`src/rtl/exu_lsu.sv`:
```
// exu_lsu: execute-stage load/store unit. Takes one AGU request at a time,
// runs a req/gnt/rvalid data-bus transaction and returns extended load data
// to writeback, reporting misaligned, illegal and timed-out accesses.
module exu_lsu #(
   parameter logic [7:0] TIMEOUT = 8'd255
) (
   input  logic        i_clk,
   input  logic        i_rst,
   input  logic        i_mem_ren,
   input  logic        i_mem_wen,
   input  logic [31:0] i_mem_addr,
   input  logic [2:0]  i_funct3,
   input  logic [31:0] i_wdata,
   input  logic [4:0]  i_rd_idx,
   output logic        o_busy,
   output logic        o_bus_req,
   output logic        o_bus_we,
   output logic [31:0] o_bus_addr,
   output logic [3:0]  o_bus_be,
   output logic [31:0] o_bus_wdata,
   input  logic        i_bus_gnt,
   input  logic        i_bus_rvalid,
   input  logic [31:0] i_bus_rdata,
   output logic        o_wb_valid,
   output logic [4:0]  o_wb_rd,
   output logic [31:0] o_wb_data,
   output logic        o_st_done,
   output logic        o_err,
   output logic [1:0]  o_err_cause
);

   localparam logic [7:0] TO_LAST = TIMEOUT - 8'd1;

   typedef enum logic [1:0] {S_IDLE, S_REQ, S_WAIT_R} state_t;

   state_t      r_state, w_state_nxt;
   logic        r_we;
   logic [31:0] r_addr;
   logic [31:0] r_wdata;
   logic [3:0]  r_be;
   logic [2:0]  r_funct3;
   logic [4:0]  r_rd;
   logic [7:0]  r_cnt;

   logic        w_accept, w_illegal, w_misal, w_go, w_to_hit;
   logic        w_wb_fire, w_st_fire, w_to_fire;
   logic [3:0]  w_be;
   logic [31:0] w_lane;
   logic [7:0]  w_byte;
   logic [15:0] w_half;
   logic [31:0] w_ld_data;

   // Status and bus strobes decode straight from registered state.
   assign o_busy      = (r_state != S_IDLE);
   assign o_bus_req   = (r_state == S_REQ);
   assign o_bus_we    = r_we;
   assign o_bus_addr  = {r_addr[31:2], 2'b00};
   assign o_bus_be    = r_be;
   assign o_bus_wdata = r_wdata;

   // Accept-time legality, alignment, byte-enable and store-lane decode.
   always_comb begin
      w_accept  = (r_state == S_IDLE) && (i_mem_ren || i_mem_wen);
      w_illegal = (i_mem_ren && i_mem_wen)
                || (i_mem_wen && !(i_funct3 == 3'b000 || i_funct3 == 3'b001 || i_funct3 == 3'b010))
                || (i_mem_ren && !(i_funct3 == 3'b000 || i_funct3 == 3'b001 || i_funct3 == 3'b010
                                   || i_funct3 == 3'b100 || i_funct3 == 3'b101));
      w_misal   = ((i_funct3[1:0] == 2'b01) && i_mem_addr[0])
                || ((i_funct3[1:0] == 2'b10) && (i_mem_addr[1:0] != 2'b00));
      w_go      = w_accept && !w_illegal && !w_misal;
      w_to_hit  = (TIMEOUT != 8'd0) && (r_cnt == TO_LAST);
      case (i_funct3[1:0])
         2'b00:   begin w_be = 4'b0001 << i_mem_addr[1:0]; w_lane = {4{i_wdata[7:0]}};  end
         2'b01:   begin w_be = 4'b0011 << i_mem_addr[1:0]; w_lane = {2{i_wdata[15:0]}}; end
         default: begin w_be = 4'b1111;                    w_lane = i_wdata;            end
      endcase
   end

   // Load lane extraction and sign/zero extension.
   always_comb begin
      case (r_addr[1:0])
         2'b00:   w_byte = i_bus_rdata[7:0];
         2'b01:   w_byte = i_bus_rdata[15:8];
         2'b10:   w_byte = i_bus_rdata[23:16];
         default: w_byte = i_bus_rdata[31:24];
      endcase
      w_half = r_addr[1] ? i_bus_rdata[31:16] : i_bus_rdata[15:0];
      case (r_funct3)
         3'b000:  w_ld_data = {{24{w_byte[7]}}, w_byte};
         3'b100:  w_ld_data = {24'd0, w_byte};
         3'b001:  w_ld_data = {{16{w_half[15]}}, w_half};
         3'b101:  w_ld_data = {16'd0, w_half};
         default: w_ld_data = i_bus_rdata;
      endcase
   end

   // State register.
   always_ff @(posedge i_clk or posedge i_rst) begin
      if (i_rst) r_state <= S_IDLE;
      else       r_state <= w_state_nxt;
   end

   // Next-state and completion strobes; a handshake in the timeout cycle wins.
   always_comb begin
      w_state_nxt = r_state;
      w_wb_fire   = 1'b0;
      w_st_fire   = 1'b0;
      w_to_fire   = 1'b0;
      case (r_state)
         S_IDLE: if (w_go) w_state_nxt = S_REQ;
         S_REQ: begin
            if (i_bus_gnt) begin
               if (r_we) begin
                  w_st_fire   = 1'b1;
                  w_state_nxt = S_IDLE;
               end else if (i_bus_rvalid) begin
                  w_wb_fire   = 1'b1;
                  w_state_nxt = S_IDLE;
               end else begin
                  w_state_nxt = S_WAIT_R;
               end
            end else if (w_to_hit) begin
               w_to_fire   = 1'b1;
               w_state_nxt = S_IDLE;
            end
         end
         S_WAIT_R: begin
            if (i_bus_rvalid) begin
               w_wb_fire   = 1'b1;
               w_state_nxt = S_IDLE;
            end else if (w_to_hit) begin
               w_to_fire   = 1'b1;
               w_state_nxt = S_IDLE;
            end
         end
         default: w_state_nxt = S_IDLE;
      endcase
   end

   // Timeout counter: restarts on every state change, counts while busy.
   always_ff @(posedge i_clk or posedge i_rst) begin
      if (i_rst)                       r_cnt <= 8'd0;
      else if (w_state_nxt != r_state) r_cnt <= 8'd0;
      else if (r_state != S_IDLE)      r_cnt <= r_cnt + 8'd1;
   end

   // Request capture at accept.
   always_ff @(posedge i_clk or posedge i_rst) begin
      if (i_rst) begin
         r_we     <= 1'b0;
         r_addr   <= 32'd0;
         r_wdata  <= 32'd0;
         r_be     <= 4'd0;
         r_funct3 <= 3'd0;
         r_rd     <= 5'd0;
      end else if (w_accept) begin
         r_we     <= i_mem_wen;
         r_addr   <= i_mem_addr;
         r_wdata  <= w_lane;
         r_be     <= w_be;
         r_funct3 <= i_funct3;
         r_rd     <= i_rd_idx;
      end
   end

   // Writeback, store-done and exception outputs.
   always_ff @(posedge i_clk or posedge i_rst) begin
      if (i_rst) begin
         o_wb_valid  <= 1'b0;
         o_wb_rd     <= 5'd0;
         o_wb_data   <= 32'd0;
         o_st_done   <= 1'b0;
         o_err       <= 1'b0;
         o_err_cause <= 2'b00;
      end else begin
         o_wb_valid <= w_wb_fire;
         o_st_done  <= w_st_fire;
         o_err      <= w_to_fire || (w_accept && (w_illegal || w_misal));
         if (w_wb_fire) begin
            o_wb_data <= w_ld_data;
            o_wb_rd   <= r_rd;
         end
         if (w_to_fire)                   o_err_cause <= 2'b10;
         else if (w_accept && w_illegal)  o_err_cause <= 2'b11;
         else if (w_accept && w_misal)    o_err_cause <= 2'b01;
      end
   end

endmodule

```
`config.mk`:
```
export PLATFORM = sky130hd
export DESIGN_NAME = exu_lsu
export DESIGN_NICKNAME = d
export VERILOG_FILES = /design/src/rtl/exu_lsu.sv
export SDC_FILE = /design/constraint.sdc
export NUM_CORES = 1
export LEC_CHECK = 0
export CAP_MARGIN = 40
export CORE_UTILIZATION = 25
export DETAILED_ROUTE_END_ITERATION = 8
export GPL_TIMING_DRIVEN = 0
export RECOVER_POWER = 50
export REMOVE_ABC_BUFFERS = 1
export SYNTH_ARGS = -nofsm -noshare
export SYNTH_HDL_FRONTEND = slang
export SYNTH_SLANG_ARGS = --single-unit
```
`constraint.sdc`:
```
create_clock -name i_clk -period 9.1 [get_ports i_clk]
set_input_delay 1.365 -clock i_clk [delete_from_list [all_inputs] [get_ports i_clk]]
set_output_delay 1.365 -clock i_clk [all_outputs]
set_load 0.05 [all_outputs]
```
### Yosys cells after proc, flatten, opt, wreduce, memory -nomap -nowiden

Index checks and enable logic that the tools add are counted.

* add/subtract/negate cells: 1
* equality and inequality tests: 15
* shift-type cells: 2
* mux-type cells: 28
* reductions and logical operators: 34

Operator list (number)
* 32-bit case mux with 4 select lines: 1
* 32-bit case mux with 2 select lines: 1
* 8-bit case mux with 3 select lines: 1
* 2-bit two-way mux: 9
* 16-bit two-way mux: 1
* 8-bit two-way mux: 2
* 3-bit equality test, second input constant: 4
* 1-bit logical AND: 11
* 1-bit logical OR: 10
* 1-bit two-way mux: 9
* 8-bit by 1-bit adder with 8-bit output, second input constant: 1
* 8-bit equality test, second input constant: 1
* 4-bit case mux with 2 select lines: 1
* 2-bit by 1-bit equality test with 1-bit output, second input constant: 3
* 2-bit equality test, second input constant: 3
* 3-bit by 1-bit equality test with 1-bit output, second input constant: 2
* 2-bit logical NOT: 3
* 3-bit logical NOT: 2
* 2-bit case mux with 3 select lines: 1
* 2-bit nonzero test: 3
* 1-bit logical NOT: 4
* 1-bit case mux with 2 select lines: 2
* 1-bit by 2-bit << shifter with 4-bit output, first input constant: 1
* 2-bit by 2-bit << shifter with 4-bit output, first input constant: 1
* 3 further kinds: 3

* bits in registers: 129
* bits of input ports: 110
* output and inout bits: 113
* logic and storage cells: 94

### Logic depth before layout (Yosys ltp)

* word-level depth: 15
* gate-level depth with buffers: 9
* mapped depth without buffers: 7

### Least setup slack after synthesis

No wires, ideal clock.

* path kind: input to register
* start: input port i_funct3[0]
* end: register r_cnt[0]
* library setup time: 0.096 ns
* arrival time: 2.817 ns
* data required time: 9.004 ns
* slack: 6.187 ns
* stages on the path: 6
* buffers on the path: 1
* path through: buf_4 -> a211oi_1 -> or3_4 -> and2_4 -> a2111o_1 -> nor4_2

* word-level cells in the longest chain between the ends: 15
* elaborated cells on any way between the ends: 29
* those cells by class: eq/ne (7); mux (3); reduce/logical (19)

Ends and longest elaborated chain
* from (decl): line 12 `input logic [2:0] i_funct3,`
* 3-bit by 1-bit equality test with 1-bit output or 3-bit logical NOT (tied branches): line 65, 66
* 1-bit logical OR (2 in series): line 65, 66
* 1-bit logical OR (2 in series): line 67 `|| i_funct3 == 3'b100 || i_funct3 == 3'b101));`
* 1-bit logical NOT: line 66 `|| (i_mem_ren && !(i_funct3 == 3'b000 || i_funct3 == 3'b001 || i_funct3 == 3'b010`
* 1-bit logical AND: line 66
* 1-bit logical OR: line 66
* 1-bit logical NOT: line 70 `w_go = w_accept && !w_illegal && !w_misal;`
* 1-bit logical AND: line 70
* 1-bit logical AND *: line 70
* 2-bit two-way mux *: line 110 `S_IDLE: if (w_go) w_state_nxt = S_REQ;`
* 2-bit case mux with 3 select lines *: line 109 `case (r_state)`
* 2-bit inequality test *: line 143 `else if (w_state_nxt != r_state) r_cnt <= 8'd0;`
* 8-bit two-way mux or 2-bit nonzero test (tied branches)
* to (signal assigned): line 144 `else if (r_state != S_IDLE) r_cnt <= r_cnt + 8'd1;`
* to (decl): line 43 `logic [7:0] r_cnt;`

Every way passes the cells marked *; elsewhere a longest branch is shown, timed or not.
A chain may end at the register's enable or synchronous reset.

### Worst setup path after layout

* start: input port i_mem_wen
* end: register r_wdata[13] (netlist: o_bus_wdata[13])

* word-level cells in the longest chain between the ends: 2

Ends and longest elaborated chain
* from (decl): line 10 `input logic i_mem_wen,`
* 1-bit logical OR: line 63 `w_accept = (r_state == S_IDLE) && (i_mem_ren || i_mem_wen);`
* 1-bit logical AND: line 63
* to (signal assigned): line 159 `r_wdata <= w_lane;`
* to (decl): line 39 `logic [31:0] r_wdata;`

Every way passes these cells.

==> impl_metrics.toml <==
[logic_synthesis]
yosys_warnings = 0
async_flop_share = 1.000
ys_ff_latch = 129
ys_seq_area_frac = 0.5288
synth_edf_count = 0
syn_area_sq_mm = 0.006105
synth.distinct_cells = 46
synth_cells = 668
synth-main-ff-cell = "dfrtp_1"
avgSynthCellArea_sq_um = 9.139

[worst_setup_path]
cp_top_family = "buffers and inverters"
cp.required_ns = 9.33
cp-start-kind = "primary input"
crit_path_end_kind = "register"
critPathKind = "in2reg"
path_cells = "dlygate4sd3_1 > o21ai_0 > clkbuf_1 > clkbuf_1 > o21ai_0"
slowest_stage = "clkbuf_1"
cp_num_buf_inv = 3
crit_fanout = 38
slowest_delay_ns = 1.12
cp.arrival_ns = 5.00

[route]
wl_per_cell_um = 14.91
antenna_left = 0
drt_iter0_drc = 206
dr_total_vias = 5235
viasPerCell = 4.418
routed_wl_mm = 17.67
first_pass_iters = 6
post-route-drc-count = 0

[placement]
place_congestion = 0.7888
placed_area_sq_mm = 0.008548
port_buffers = 220
hpwl_mm = 12.73

[timing]
worst_pin_slew_ns = 2.427
fin_setup_tns_ns = 0
maxSlewViolCount = 51
rsz0062_at_grt = "no"
setup_viol = 0
clock.fmax_mhz = 209.9
finClkSkew_ns = 0.008979
period_needed_ns = 4.765
hold_viol = 0
min_period_over_period = 0.5236
maxSlewHeadroom = -0.6270

[floorplan]
die_width_um = 158.3
num_rows = 56
initial_core_util = 0.2578
die-area_sq_mm = 0.02505
die_h_um = 158.3
io_pins = 223
coreArea_sq_mm = 0.02368

[power_and_ir_drop]
peakVddDrop_mv = 0.2030
p_comb_frac = 0.543
intPower_w = 0.001946
p_clk_frac = 0.188
p_leak_nw = 4.032
p_sw_frac = 0.4863
p_seq_frac = 0.269
p_per_area_mw_per_mm2 = 417.5
p_sw_w = 0.001842

[final_layout]
final.fill_count = 2461
finalNetCount = 970
drive_gt1_frac = 0.06582
syn_to_final_growth_pct = 48.66
num_antenna_cells = 0
fin_util = 0.3832
postLayoutCellArea_sq_mm = 0.009075

[flow_run]
max_cap_viol_count = 1

[global_routing]
grt_pass1_vias = 5220
antenna_found_initial = 0
grt_overflow = 0
grt_max_degree = 80
grt_pass1_wl_mm = 28.04
track_usage = 0.1455

[cts]
post_cts_buffers = 0
cts_made_buffers = 17
cts_tree = "done"
cts_buffer_depth = 2
cts_resized = 0
ctsRootBufferMaster = "clkbuf_16"
cts_hold_buf = 0
clk_pin_slew_worst_paths_ns = 0.06
htree_levels = 4
cts_sinks = 129
clock_latency_ns = 0.41

[worst_hold_path]
hold_path_class = "reg2reg"

[status]
status = "finished, violations left"
failed_checks = "max-capacitance violations, max-slew violations"
## registers in the layout, indices dropped and copies added, names as in the netlist
name,cells
r_funct3,3
o_wb_rd,5
r_cnt,8
r_addr,32
o_wb_data,32
o_err_cause,2
o_wb_valid,1
o_err,1
o_bus_wdata,32
r_state,2
o_bus_be,4
o_bus_we,1
r_rd,5
o_st_done,1
## logic make-up (layout without fill, tap and decap cells)
kind of cell,count (synthesis),in the layout,synth area share
and+or+nand+nor,297,297,0.1978
DFF,129,129,0.5288
AOI/OAI and AO/OA,107,107,0.1082
buffers and inverters,80,277,0.07071
muxes,41,41,0.07153
xor gates and xnor gates,7,7,0.01004
adders and majority gates,6,6,0.01230
other,1,2,0.0006143
## layout by cell type (no fill, tap or decap), drive strengths merged, types with 3 or more instances in the layout
cell type,count
buf,8
clkdlybuf4s50,217
o211ai,18
nand2,229
and3,3
clkbuf,24
a31oi,4
nor2b,5
mux2i,29
nor3,12
bufinv,3
o22ai,3
o221ai,3
clkinv,5
clkinvlp,3
a222oi,4
dfrtp,129
dlygate4sd3,3
inv,14
mux2,11
a21oi,18
xor2,6
ha,6
nand3,4
o21ai,44
nor2,31
o31ai,5
## tightest hold or removal path, cell delays in order, from the launching register on
cell and delay, ns:
dfrtp_1 0.34, nand2_1 0.05, nand2_1 0.05
## metal layers
metal / GRT usage / vias up / wire length (um)
li1: - / 2563 / -
met1: 0.1812 / 2460 / 7968
met2: 0.2272 / 199 / 7794
met3: 0.06206 / 13 / 1735
met4: 0.04396 / 0 / 170
met5: 0 / - / 0
## final timing paths
| check | start | endpoint | slack (ns) | cells past startpoint |
|---|---|---|---|---|
| worst max-delay path | i_mem_wen | o_bus_wdata[13] | 4.34 | 5 |
| worst min register to register | r_rd[2] | r_rd[2] | 0.47 | 2 |
| max in group asynchronous | i_rst | r_cnt[3] | 5.84 | 3 |
| min in group asynchronous | i_rst | r_addr[25] | 2.06 | 2 |
| worst min-delay path | r_rd[2] | r_rd[2] | 0.47 | 2 |
| worst max register to register | r_state[1] | o_bus_wdata[13] | 5.28 | 6 |
## layout make-up
class                      count  area (sq um)  area share
tap                          319         399.1     0.04398
clock inverter                14         180.2     0.01985
timing repair buffer         235          2344      0.2582
sequential                   129          3228      0.3557
clock buffer                  17         425.4     0.04688
multi-input combinational    460          2456      0.2706
inverter                      11         42.54    0.004688
## power by group through the flow
stage	clock (W)	combinational, W	sequential [W]
floorplan	0	0.000560	0.00180
global placement	0	0.00209	0.00102
detailed placement	0	0.00211	0.00102
CTS	0.000735	0.00212	0.00102
global route	0.000758	0.00221	0.00106
finish	0.000711	0.00206	0.00102
## metrics by stage
step	total power (W)	hold WS [ns]	setup slack [ns]	instances
final	0.003788	0.4698	4.335	1185
after global routing	0.004024	0.4932	3.773	1185
after CTS	0.003874	0.4753	5.336	1185
after detailed placement	0.003139	0.4597	5.092	1154
after global placement	0.003112	0.4556	0.7353	1139
after floorplan	0.002361	0.4417	3.561	600
## Yosys cell counts (4+ instances only)
cell	instances	area (sq um)
nand2_1	229	859.6
dfrtp_1	129	3228
o21ai_0	43	215.2
buf_4	34	255.2
clkbuf_1	31	116.4
nor2_1	31	116.4
mux2i_1	29	290.3
a21oi_1	18	90.09
o211ai_1	18	135.1
nor3_1	12	60.06
mux2_2	11	123.9
inv_1	10	37.54
ha_1	6	75.07
xor2_1	6	52.55
nor2b_1	5	31.28
o31ai_1	5	37.54
a222oi_1	4	40.04
a31oi_1	4	25.02
nand3_1	4	20.02
Note: power is estimated with default switching activity, not from simulation.
